File: src/rtl/mem_arbiter_pkg.sv
// Shared CPU memory types: RAM handshake state, word type and the arbiter FSM encoding.
package cpu_types_pkg;

    typedef logic [31:0] word_t;

    typedef enum logic [1:0] {
        FREE   = 2'd0,
        BUSY   = 2'd1,
        ACCESS = 2'd2,
        ERROR  = 2'd3
    } ramstate_t;

    typedef enum logic [1:0] {
        IDLE   = 2'd0,
        DGRANT = 2'd1,
        IGRANT = 2'd2
    } arb_state_t;

endpackage

File: src/rtl/mem_arbiter_if.sv
// Cache-side and RAM-side signals of the unified memory port.
// master = the arbiter; slave = the caches plus the RAM around it.
interface mem_arbiter_if #(
    parameter int WORD_W = 32
);
    import cpu_types_pkg::*;

    logic              iREN;
    logic [WORD_W-1:0] iaddr;
    logic              iwait;
    logic [WORD_W-1:0] iload;
    logic              dREN;
    logic              dWEN;
    logic [WORD_W-1:0] daddr;
    logic [WORD_W-1:0] dstore;
    logic              dwait;
    logic [WORD_W-1:0] dload;
    logic              ramREN;
    logic              ramWEN;
    logic [WORD_W-1:0] ramaddr;
    logic [WORD_W-1:0] ramstore;
    logic [WORD_W-1:0] ramload;
    ramstate_t         ramstate;

    modport master (
        input  iREN, iaddr, dREN, dWEN, daddr, dstore, ramload, ramstate,
        output iwait, iload, dwait, dload, ramREN, ramWEN, ramaddr, ramstore
    );

    modport slave (
        output iREN, iaddr, dREN, dWEN, daddr, dstore, ramload, ramstate,
        input  iwait, iload, dwait, dload, ramREN, ramWEN, ramaddr, ramstore
    );
endinterface

File: src/rtl/mem_arbiter_streak_cnt.sv
// Saturating count of back-to-back data completions taken while a fetch waits.
// sat_o is registered state; clear has priority over increment.
module arb_streak_cnt #(
    parameter int MAX = 4
) (
    input  logic CLK,
    input  logic RST,
    input  logic inc_i,
    input  logic clr_i,
    output logic sat_o
);
    localparam int W = $clog2(MAX + 1);

    logic [W-1:0] cnt_q;
    logic [W-1:0] cnt_d;

    assign sat_o = (cnt_q == W'(MAX));

    always_comb begin
        cnt_d = cnt_q;
        if (clr_i) begin
            cnt_d = '0;
        end else if (inc_i && !sat_o) begin
            cnt_d = cnt_q + W'(1);
        end
    end

    always_ff @(posedge CLK or posedge RST) begin
        if (RST) begin
            cnt_q <= '0;
        end else begin
            cnt_q <= cnt_d;
        end
    end
endmodule

File: src/rtl/mem_arbiter.sv
// Unified RAM port arbiter: data first, fetch forced after DSTREAK_MAX data wins; 2-cycle min latency.
// Optional MEM_ARBITER_PERF_CNT_EN adds icount/dcount/stallcount outputs.
module mem_arbiter
    import cpu_types_pkg::*;
#(
    parameter int DSTREAK_MAX = 4,
    parameter int WORD_W      = 32
) (
    input  logic          CLK,
    input  logic          RST,
    mem_arbiter_if.master bus
`ifdef MEM_ARBITER_PERF_CNT_EN
    ,
    output word_t         icount,
    output word_t         dcount,
    output word_t         stallcount
`endif
);
    localparam logic [WORD_W-1:0] ZERO_W = '0;

    arb_state_t state_q;
    arb_state_t state_d;

    logic dreq;
    logic d_done;
    logic i_done;
    logic force_i;
    logic streak_sat;
    logic iwait_c;
    logic dwait_c;

    assign dreq    = bus.dREN | bus.dWEN;
    assign d_done  = (state_q == DGRANT) && (bus.ramstate == ACCESS) && dreq;
    assign i_done  = (state_q == IGRANT) && (bus.ramstate == ACCESS) && bus.iREN;
    assign force_i = bus.iREN & streak_sat;

    // Streak only grows while a fetch is actually waiting behind the data side.
    arb_streak_cnt #(
        .MAX (DSTREAK_MAX)
    ) u_streak (
        .CLK   (CLK),
        .RST   (RST),
        .inc_i (d_done & bus.iREN),
        .clr_i (i_done | ~bus.iREN),
        .sat_o (streak_sat)
    );

    always_ff @(posedge CLK or posedge RST) begin
        if (RST) begin
            state_q <= IDLE;
        end else begin
            state_q <= state_d;
        end
    end

    always_comb begin
        state_d = state_q;
        case (state_q)
            IDLE: begin
                if (dreq && !force_i) begin
                    state_d = DGRANT;
                end else if (bus.iREN) begin
                    state_d = IGRANT;
                end
            end
            DGRANT: begin
                if (!dreq || bus.ramstate == ACCESS || bus.ramstate == ERROR) begin
                    state_d = IDLE;
                end
            end
            IGRANT: begin
                if (!bus.iREN || bus.ramstate == ACCESS || bus.ramstate == ERROR) begin
                    state_d = IDLE;
                end
            end
            default: state_d = IDLE;
        endcase
    end

    always_comb begin
        bus.ramREN   = 1'b0;
        bus.ramWEN   = 1'b0;
        bus.ramaddr  = ZERO_W;
        bus.ramstore = ZERO_W;
        iwait_c      = 1'b1;
        dwait_c      = 1'b1;
        case (state_q)
            DGRANT: begin
                bus.ramREN   = bus.dREN & ~bus.dWEN;
                bus.ramWEN   = bus.dWEN;
                bus.ramaddr  = bus.daddr;
                bus.ramstore = bus.dstore;
                dwait_c      = ~d_done;
            end
            IGRANT: begin
                bus.ramREN  = bus.iREN;
                bus.ramaddr = bus.iaddr;
                iwait_c     = ~i_done;
            end
            default: ;
        endcase
    end

    assign bus.iwait = iwait_c;
    assign bus.dwait = dwait_c;
    assign bus.iload = bus.ramload;
    assign bus.dload = bus.ramload;

`ifdef MEM_ARBITER_PERF_CNT_EN
    word_t icount_q;
    word_t dcount_q;
    word_t stall_q;
    logic  stall_c;

    assign stall_c = (bus.iREN & iwait_c) | (dreq & dwait_c);

    always_ff @(posedge CLK or posedge RST) begin
        if (RST) begin
            icount_q <= '0;
            dcount_q <= '0;
            stall_q  <= '0;
        end else begin
            if (i_done)  icount_q <= icount_q + 32'd1;
            if (d_done)  dcount_q <= dcount_q + 32'd1;
            if (stall_c) stall_q  <= stall_q + 32'd1;
        end
    end

    assign icount     = icount_q;
    assign dcount     = dcount_q;
    assign stallcount = stall_q;
`endif
endmodule
File: src/flat_wrapper.sv
// flat-port wrapper written by rule: the top's interface ports become plain ports
module mem_arbiter_flat import cpu_types_pkg::*;
#(
    parameter int DSTREAK_MAX = 4,
    parameter int WORD_W      = 32
)
  (CLK, RST, bus_iREN, bus_iaddr, bus_dREN, bus_dWEN, bus_daddr, bus_dstore, bus_ramload, bus_ramstate, bus_iwait, bus_iload, bus_dwait, bus_dload, bus_ramREN, bus_ramWEN, bus_ramaddr, bus_ramstore);
  mem_arbiter_if #(.WORD_W(WORD_W)) bus_i ();
  input  logic CLK;
  input  logic RST;
  input wire logic [$bits(bus_i.iREN)-1:0] bus_iREN;
  input wire logic [$bits(bus_i.iaddr)-1:0] bus_iaddr;
  input wire logic [$bits(bus_i.dREN)-1:0] bus_dREN;
  input wire logic [$bits(bus_i.dWEN)-1:0] bus_dWEN;
  input wire logic [$bits(bus_i.daddr)-1:0] bus_daddr;
  input wire logic [$bits(bus_i.dstore)-1:0] bus_dstore;
  input wire logic [$bits(bus_i.ramload)-1:0] bus_ramload;
  input wire logic [$bits(bus_i.ramstate)-1:0] bus_ramstate;
  output wire logic [$bits(bus_i.iwait)-1:0] bus_iwait;
  output wire logic [$bits(bus_i.iload)-1:0] bus_iload;
  output wire logic [$bits(bus_i.dwait)-1:0] bus_dwait;
  output wire logic [$bits(bus_i.dload)-1:0] bus_dload;
  output wire logic [$bits(bus_i.ramREN)-1:0] bus_ramREN;
  output wire logic [$bits(bus_i.ramWEN)-1:0] bus_ramWEN;
  output wire logic [$bits(bus_i.ramaddr)-1:0] bus_ramaddr;
  output wire logic [$bits(bus_i.ramstore)-1:0] bus_ramstore;
  assign bus_i.iREN = bus_iREN;
  assign bus_i.iaddr = bus_iaddr;
  assign bus_i.dREN = bus_dREN;
  assign bus_i.dWEN = bus_dWEN;
  assign bus_i.daddr = bus_daddr;
  assign bus_i.dstore = bus_dstore;
  assign bus_i.ramload = bus_ramload;
  assign bus_i.ramstate = bus_ramstate;
  assign bus_iwait = bus_i.iwait;
  assign bus_iload = bus_i.iload;
  assign bus_dwait = bus_i.dwait;
  assign bus_dload = bus_i.dload;
  assign bus_ramREN = bus_i.ramREN;
  assign bus_ramWEN = bus_i.ramWEN;
  assign bus_ramaddr = bus_i.ramaddr;
  assign bus_ramstore = bus_i.ramstore;
  mem_arbiter #(.DSTREAK_MAX(DSTREAK_MAX), .WORD_W(WORD_W)) u_core (.CLK(CLK), .RST(RST), .bus(bus_i));
endmodule
File: config.mk
export PLATFORM = sky130hd
export DESIGN_NAME = mem_arbiter_flat
export DESIGN_NICKNAME = d
export VERILOG_FILES = /design/src/rtl/mem_arbiter_pkg.sv /design/src/rtl/mem_arbiter_if.sv /design/src/rtl/mem_arbiter_streak_cnt.sv /design/src/rtl/mem_arbiter.sv /design/src/flat_wrapper.sv
export SDC_FILE = /design/constraint.sdc
export NUM_CORES = 1
export LEC_CHECK = 0
export CORE_AREA = 2 2 102 104
export CTS_BUF_LIST = sky130_fd_sc_hd__clkbuf_4
export DETAILED_ROUTE_END_ITERATION = 8
export DIE_AREA = 0 0 104 106
export PLACE_DENSITY = 0.72
export SYNTH_ARGS = -nofsm -noshare
export SYNTH_HDL_FRONTEND = slang
export SYNTH_HIERARCHICAL = 1
export SYNTH_SLANG_ARGS = --single-unit
File: constraint.sdc
create_clock -name CLK -period 2.3 [get_ports CLK]
set_input_delay 0.46 -clock CLK [delete_from_list [all_inputs] [get_ports CLK]]
set_output_delay 0.46 -clock CLK [all_outputs]
set_load 0.02 [all_outputs]
==> run summary, run 1 <==
CTS H-tree lvls = 1
Mapped Avg Cell Area = 7.39 sq um
Max Slew Vio Count = 0
CP Class = reg2out
Most used DFF post-synth = dfrtp_1
Total Power = 2.28 mW
Post-synth EDFFs = 0
Critical path data arrival time = 1.72 ns
Wire per inst = 14.3 um
Root buffer cell = clkbuf_4
Core Util, Final = 0.300
Minimum clock period = 2.18 ns
Worst slew pin tran = 0.264 ns
Final hold vios = 0
Finished Cell Area = 3000 sq um
DRC = 0
Number of I/O port buffers = 170
Cell Rows = 37
Final setup margin = 0.121 ns
Post-synth cell types = 32
Max IR drop VDD = 0.000474 V
Hold buffer count at CTS = 0
Mux share of post-synthesis cell area = 0.0150
Area Overhead vs Synth = 79.5%
Via density = 3.96
Max_cap viols = 0
Antenna Violating Nets Remaining = 0
Worst hold margin = 0.404 ns
FILL cells = 1,097
Initial Utilization = 0.167
I/O pin count = 267
# setup viols final = 0
Ant diodes = 0
Post-synthesis cell count = 226
CTS tree = built
Number of CTS-inserted buffers = 3
Largest net degree at the start of global routing = 46
Worst-Skew Late Latency = 0.24 ns
Synth top area cells = buf_4, a22oi_1, and2_1
Gr ovfl total = 0
GRT Total Usage = 0.106
Synth Register Bits = 5
Vias in the first global route = 1,827
Min-delay worst type = in2async
Share of layout cells above drive strength 1 = 0.165
Starting DRC count in detailed routing = 99
Worst slew margin relative to its limit = 0.825
Vias = 1,861
Share of Yosys cell area claimed by the top area cell type = 0.297
Synth area leader = buf_4
Fin crit share = 0.947
Cells after DPL = 465
Register area share after synthesis = 0.0750
Leak = 1.31 nW
Setup bufs post-CTS = 0
Die ar. = 11,000 sq um
Core box area = 10000 sq um
Router iterations before antenna repair = 4
Die Height = 106 um
CTS sink count = 5
Final Wtd Congestion = 0.827
Adder-cell share of the synthesized area = 0.0375
Synth cell count leaders = buf_4, and2_1, nor2b_1
CTS Buffer Depth = 2
RSZ-0062 raised after global routing = true
Crit Path Max Fanout = 27
Power Density = 761 nW/um^2
Synth Area in Compound Gates = 0.210
Top-count cell post-synth = buf_4
Clock slew at reported path FFs = 0.05 ns
Simple-gate portion of the synthesized area = 0.303
Status = finished clean
Dpl ws = -0.0468 ns
Asr flop ratio synth = 1.00
YS warnings = 6
Placed Instance Area = 3120 sq um
Chip Width = 104 um
DRT Wirelength = 6720 um
Type of origin of the critical path = flip-flop
Syn Nets = 366
Initial antenna violation count = 0
Setup TNS = 0 ns
Max Fclk = 0.459 GHz
First-pass GRT wire length = 9740 um
Non-filler cells, final = 470
Largest family of logic cells by synthesized area = buffers and inverters
DP HPWL = 5260 um
Final setup skew = 0.00131 ns
Mapped cell area = 1670 sq um
Required time of the critical path = 1.84 ns
Post-synthesis xor/xnor area fraction = 0
Setup crit end kind = output port
Layout Nets = 475
kinds of logic (layout without fill, tap and decap cells):
| kind of cell | count (synthesis) | in the layout |
|---|---|---|
| fa+ha+maj | 5 | 5 |
| buf+inv | 87 | 195 |
| compound gates | 44 | 44 |
| simple gates | 83 | 83 |
| flops | 5 | 5 |
| mux | 2 | 2 |
area by class of cell:
| type | count | area, sq um | share of cell area |
|---|---|---|---|
| multi-input cells | 134 | 956 | 0.319 |
| clock buffers | 4 | 30.0 | 0.0100 |
| flip-flops and latches | 5 | 125 | 0.0418 |
| repair buffers | 184 | 1690 | 0.563 |
| well taps | 136 | 170 | 0.0568 |
| inverters | 7 | 26.3 | 0.00877 |
final timing paths:
check                                         startpoint                              endpoint  slack (ns)  cells past startpoint
max in group asynchronous                            RST  u_core/u_streak/cnt_q[0]$_DFFE_PP0P_        1.75                      2
max                        u_core/state_q[0]$_DFFE_PP0P_                       bus_ramaddr[25]        0.12                      5
max reg2reg                u_core/state_q[1]$_DFFE_PP0P_  u_core/u_streak/cnt_q[0]$_DFFE_PP0P_        0.31                      8
min reg2reg                u_core/state_q[1]$_DFFE_PP0P_         u_core/state_q[1]$_DFFE_PP0P_        0.52                      1
min                                                  RST         u_core/state_q[1]$_DFFE_PP0P_        0.40                      2
min in group CLK           u_core/state_q[1]$_DFFE_PP0P_         u_core/state_q[1]$_DFFE_PP0P_        0.52                      1
layer usage:
layer,GRT usage,routed length [um],up-vias
met2,0.194,3530,76
met3,0.0251,423,24
met5,0,0,-
li1,-,-,911
met4,0.0319,134,0
met1,0.123,2630,850
worst max-delay path, stage by stage (launching register included):
cell and delay [ns]:
dfrtp_1 0.38, inv_1 0.08, ha_2 0.38, buf_12 0.16
nor2b_1 0.13, dlygate4sd2_1 0.33
power by group:
part	internal (mW)	switching (mW)	leakage, nW	total, mW
logic	0.947	1.10	1.23	2.05
clock network	0.0775	0.0383	0.0184	0.116
registers	0.101	0.0119	0.0674	0.113
total	1.13	1.15	1.31	2.28
state kept, by name (all words and copies together) (netlist names):
| name | flops |
|---|---|
| u_core/state_q | 2 |
| u_core/u_streak/cnt_q | 3 |
layout by cell type, fill, tap and decap left out, types with 2 or more instances in the layout:
cell type	synthesis	layout
inv_1	7	7
and2_1	34	34
dlygate4sd2_1	0	37
nor2_1	2	2
dfrtp_1	5	5
a21oi_1	2	2
buf_4	66	9
nand3b_1	2	2
clkdlybuf4s50_1	0	102
nand2_1	5	5
nand2b_1	2	2
ha_1	5	2
nor2b_1	34	34
a22oi_1	32	31
clkbuf_2	4	28
clkbuf_4	0	4
buf_12	0	4
clkdlybuf4s15_1	0	3
ha_2	0	3
timing repair:
action | CTS | global route
pin swaps | 0 | 0
setup endpoints to repair | 68 | 33
cloned | 0 | 1
resized for setup | 68 | 63
No activity file was read; power rests on OpenSTA's default activity.
==> run 2, diff against run 1 <==
Settings changed: CORE_AREA 2 2 102 104 to 2 2 104 106, DIE_AREA 0 0 104 106 to 0 0 106 108, PLACE_DENSITY 0.72 to 0.7.
Clock period 2.3 ns to 2.55 ns, I/O delays scaled along.
==> run 2 against run 1 <==
Against the previous run:
- sequential share of layout area is 0.20 points lower
- sequential cell count unchanged
- clock power down 12%
- power decreased by 4.5%
- utilization grew 0.79 points
- clock skew up 0.0044 ns
- routed wire length down 5.5%
- sequential power down 6%
- global-route usage fell by 0.71 points
==> run summary, run 2 (synthesis results as in run 1) <==
Status = finished clean
Wire per inst = 13.6 um
Share of layout cells above drive strength 1 = 0.0606
Crit Path Max Fanout = 40
Gr ovfl total = 0
First-pass GRT wire length = 9320 um
GRT Total Usage = 0.0992
Largest net degree at the start of global routing = 41
Hold buffer count at CTS = 0
DRC = 0
Area Overhead vs Synth = 88.5%
I/O pin count = 267
# setup viols final = 0
Type of origin of the critical path = flip-flop
Number of I/O port buffers = 170
Antenna Violating Nets Remaining = 0
DP HPWL = 5170 um
Max_cap viols = 0
Root buffer cell = clkbuf_4
Cell Rows = 37
Minimum clock period = 2.45 ns
Die ar. = 11,400 sq um
Chip Width = 106 um
CP Class = reg2out
Setup bufs post-CTS = 0
Worst slew pin tran = 0.262 ns
Worst slew margin relative to its limit = 0.825
Critical path data arrival time = 1.94 ns
Router iterations before antenna repair = 4
DRT Wirelength = 6350 um
Top Registers = u_core/u_streak/cnt_q x3, u_core/state_q x2
Starting DRC count in detailed routing = 87
CTS sink count = 5
Final hold vios = 0
Total Power = 2.18 mW
Via density = 3.98
Worst-Skew Late Latency = 0.24 ns
Final Wtd Congestion = 0.731
Fin crit share = 0.963
Final setup skew = 0.00569 ns
Top reg by flops = u_core/u_streak/cnt_q
Initial antenna violation count = 0
Layout Nets = 471
Commonest non-fill, non-tap cell in the layout = clkdlybuf4s50_1
CTS Buffer Depth = 2
CTS H-tree lvls = 1
Max IR drop VDD = 0.000352 V
Vias in the first global route = 1,848
Most frequent cells in the layout = clkdlybuf4s50_1, nor2b_1, and2_1
Max FFs per register = 3
Worst hold margin = 0.467 ns
Min-delay worst type = in2async
CTS tree = built
Leak = 1.55 nW
Setup crit end kind = output port
Ant diodes = 0
Max Fclk = 0.407 GHz
Required time of the critical path = 2.04 ns
Core box area = 10,200 sq um
Vias = 1,856
Core Util, Final = 0.307
Clock slew at reported path FFs = 0.05 ns
Die Height = 108 um
Max Slew Vio Count = 0
Number of CTS-inserted buffers = 3
Initial Utilization = 0.163
Power Density = 692 nW/um^2
[run 2: area by class of cell]
type,count,area (sq um)
Tap cell,136,170
Sequential cell,5,125
Multi-Input combinational cell,134,956
Fill cell,1073,7090
Inverter,7,26.3
Clock buffer,4,30.0
Timing Repair Buffer,180,1840
[run 2: worst max-delay path: stages, from the launching register on]
cell	delay, ns
dfrtp_1	0.40
inv_1	0.13
ha_4	0.22
buf_12	0.19
and2_1	0.14
clkdlybuf4s50_1	0.60
[run 2: metrics by stage]
stage | cell area, sq um | worst slack [ns] | std cells | TNS, ns
6_report | 3150 | 0.0954 | 466 | 0
5_1_grt | 3150 | -0.00751 | 466 | -0.0127
4_1_cts | 3100 | 0.00949 | 466 | 0
3_5_place_dp | 3090 | 0.121 | 462 | 0
3_3_place_gp | 3090 | 0.102 | 462 | 0
2_1_floorplan | 1670 | 0.597 | 226 | 0
[run 2: metal layers]
metal	vias up	track usage	share of wire
li1	900	-	-
met3	9	0.0229	0.071
met5	-	0	0
met4	0	0.0160	0.0063
met1	868	0.119	0.39
met2	79	0.184	0.53
[run 2: worst paths after layout]
kind                                                from                                    to  slack, ns  depth (start not counted)
max                        u_core/state_q[1]$_DFFE_PP0P_                      bus_ramstore[21]        0.1                          5
min                                                  RST         u_core/state_q[0]$_DFFE_PP0P_       0.47                          2
max reg2reg                u_core/state_q[1]$_DFFE_PP0P_  u_core/u_streak/cnt_q[0]$_DFFE_PP0P_       0.75                          6
min reg2reg                u_core/state_q[1]$_DFFE_PP0P_         u_core/state_q[1]$_DFFE_PP0P_       0.57                          1
max in group asynchronous                            RST  u_core/u_streak/cnt_q[1]$_DFFE_PP0P_       1.93                          2
min in group CLK           u_core/state_q[1]$_DFFE_PP0P_         u_core/state_q[1]$_DFFE_PP0P_       0.57                          1
[run 2: timing repair]
action | 4_1_cts | 5_1_grt
setup endpoints to repair | 41 | 19
gates resized for setup | 30 | 19
pin swaps | 0 | 0
[run 2: report_power, final]
part / leakage [nW] / internal (mW) / switching, mW
combinational: 1.47 / 0.979 / 0.989
sequential: 0.0674 / 0.0915 / 0.0147
clock: 0.0184 / 0.0698 / 0.0322
total: 1.55 / 1.14 / 1.04
==> run 3, diff against run 2 <==
--- a/config.mk
+++ b/config.mk
@@ -7,7 +7,7 @@
 export LEC_CHECK = 0
-export CORE_AREA = 2 2 104 106
+export CORE_AREA = 2 2 102 104
 export CTS_BUF_LIST = sky130_fd_sc_hd__clkbuf_4
 export DETAILED_ROUTE_END_ITERATION = 8
-export DIE_AREA = 0 0 106 108
-export PLACE_DENSITY = 0.7
+export DIE_AREA = 0 0 104 106
+export PLACE_DENSITY = 0.72
 export SYNTH_ARGS = -nofsm -noshare
==> constraint.sdc (replaced) <==
create_clock -name CLK -period 2.4 [get_ports CLK]
set_input_delay 0.48 -clock CLK [delete_from_list [all_inputs] [get_ports CLK]]
set_output_delay 0.48 -clock CLK [all_outputs]
set_load 0.005 [all_outputs]
==> run 3 against run 2 <==
Against the previous run:
- sequential power about the same
- utilization up 2.2 points
- critical path depth up 1
- clock skew down 0.0040 ns
- final cell count up 1.3%
- sequential share of layout area down 0.18 points
- first-iteration DRC count up 1.1%
- worst setup slack worse by 0.036 ns
- hold slack worse by 0.049 ns
- clock-buffer cell count unchanged
- die area down 3.7%
- largest power group unchanged
==> run summary, run 3 (synthesis results as in run 1) <==
Core box area = 10000 sq um
Root buffer cell = clkbuf_4
Vias in the first global route = 1,950
Ant diodes = 0
Cell Rows = 37
GRT Total Usage = 0.112
Max IR drop VDD = 0.000234 V
Die Height = 106 um
Final setup skew = 0.00170 ns
# setup viols final = 0
Wire per inst = 14.2 um
Top Registers = u_core/u_streak/cnt_q x3, u_core/state_q x2
Leak = 1.62 nW
RSZ-0062 raised after global routing = true
Area Overhead vs Synth = 97.3%
Fin crit share = 0.975
Worst slew pin tran = 0.219 ns
Power Density = 660 nW/um^2
Core Util, Final = 0.329
Min-delay worst type = in2async
DRC = 0
Number of I/O port buffers = 170
DP HPWL = 5280 um
Layout Nets = 477
Die ar. = 11,000 sq um
Largest net degree at the start of global routing = 29
Share of layout cells above drive strength 1 = 0.0893
Worst reg2reg setup slack = 0.52 ns
Crit Path Max Fanout = 19
Non-filler cells, final = 472
Cells after DPL = 462
CP Class = reg2out
Initial Utilization = 0.167
Clock slew at reported path FFs = 0.04 ns
Gr ovfl total = 0
Critical path data arrival time = 1.86 ns
First-pass GRT wire length = 10,100 um
CTS Buffer Depth = 2
Minimum clock period = 2.34 ns
Worst-Skew Late Latency = 0.24 ns
CTS tree = built
Max FFs per register = 3
Most frequent cells in the layout = clkdlybuf4s50_1, nor2b_1, and2_1
Setup crit end kind = output port
Vias = 1,872
Antenna Violating Nets Remaining = 0
Chip Width = 104 um
Commonest non-fill, non-tap cell in the layout = clkdlybuf4s50_1
Hold buffer count at CTS = 0
Max Fclk = 0.427 GHz
FILL cells = 1,048
Final Wtd Congestion = 0.825
Starting DRC count in detailed routing = 88
Router iterations before antenna repair = 4
Max_cap viols = 0
Max Slew Vio Count = 0
I/O pin count = 267
Status = finished clean
Final hold vios = 0
Via density = 3.97
CTS H-tree lvls = 1
Total Power = 2.17 mW
CTS sink count = 5
Required time of the critical path = 1.92 ns
Top reg by flops = u_core/u_streak/cnt_q
Type of origin of the critical path = flip-flop
DRT Wirelength = 6710 um
Initial antenna violation count = 0
Number of CTS-inserted buffers = 3
Worst slew margin relative to its limit = 0.854
## run 3: cell types whose count changed in the layout (fill, tap and decap cells not counted), sizes merged
cell and delta:
dlymetal6s2s +7, dlygate4sd2 -29, clkdlybuf4s50 +22, buf +6
## run 3: what timing repair did
action / CTS / global route
buffers inserted: 5 / 0
pin swaps: 2 / 1
cloned: 1 / 0
endpoints found under the setup margin: 23 / 53
resized for setup: 6 / 28
## run 3: area by class of cell
class                      instances  area (sq um)  share of cell area
clock buffer                       4          30.0             0.00912
inverter                           7          26.3             0.00798
multi-input combinational        134           981               0.298
sequential                         5           125              0.0380
tap                              136           170              0.0517
timing repair buffer             186          1960               0.595
## run 3: path summary, 6_finish.rpt
path                                                         to                            startpoint  cells past startpoint
max in group asynchronous  u_core/u_streak/cnt_q[2]$_DFFE_PP0P_                                   RST                      2
setup reg to reg           u_core/u_streak/cnt_q[0]$_DFFE_PP0P_         u_core/state_q[1]$_DFFE_PP0P_                      7
hold / removal                    u_core/state_q[1]$_DFFE_PP0P_                                   RST                      2
min in group CLK           u_core/u_streak/cnt_q[1]$_DFFE_PP0P_  u_core/u_streak/cnt_q[1]$_DFFE_PP0P_                      2
setup / recovery                                bus_ramaddr[15]         u_core/state_q[1]$_DFFE_PP0P_                      6
hold reg to reg            u_core/u_streak/cnt_q[1]$_DFFE_PP0P_  u_core/u_streak/cnt_q[1]$_DFFE_PP0P_                      2
## run 3: stage by stage
stage	instance area, sq um	setup WS [ns]	hold slack, ns	TNS [ns]
global placement	3090	0.116	0.515	0
detailed placement	3090	0.103	0.507	0
floorplan	1670	0.779	0.221	0
finish	3290	0.0595	0.418	0
CTS	3230	0.0144	0.411	0
global route	3290	-0.0383	0.442	-0.157
## run 3: power breakdown
| part | switching [mW] | internal (mW) |
|---|---|---|
| sequential | 0.00900 | 0.0973 |
| clock | 0.0347 | 0.0741 |
| combinational | 0.734 | 1.23 |
| total | 0.777 | 1.40 |
## run 3: worst max-delay path: stages, from the launching register on
cell and delay [ns]:
dfrtp_1 0.39, inv_2 0.11, ha_4 0.23, buf_12 0.17, a22oi_1 0.09, nor2b_1 0.11
clkdlybuf4s50_1 0.51
## run 3: layer usage
layer  vias to the layer above  GRT usage  routed length [um]
li1                        908          -                   -
met1                       848      0.124                2580
met2                        86      0.201                3470
met3                        30     0.0258                 455
met4                         0     0.0541                 210
met5                         -          0                   0
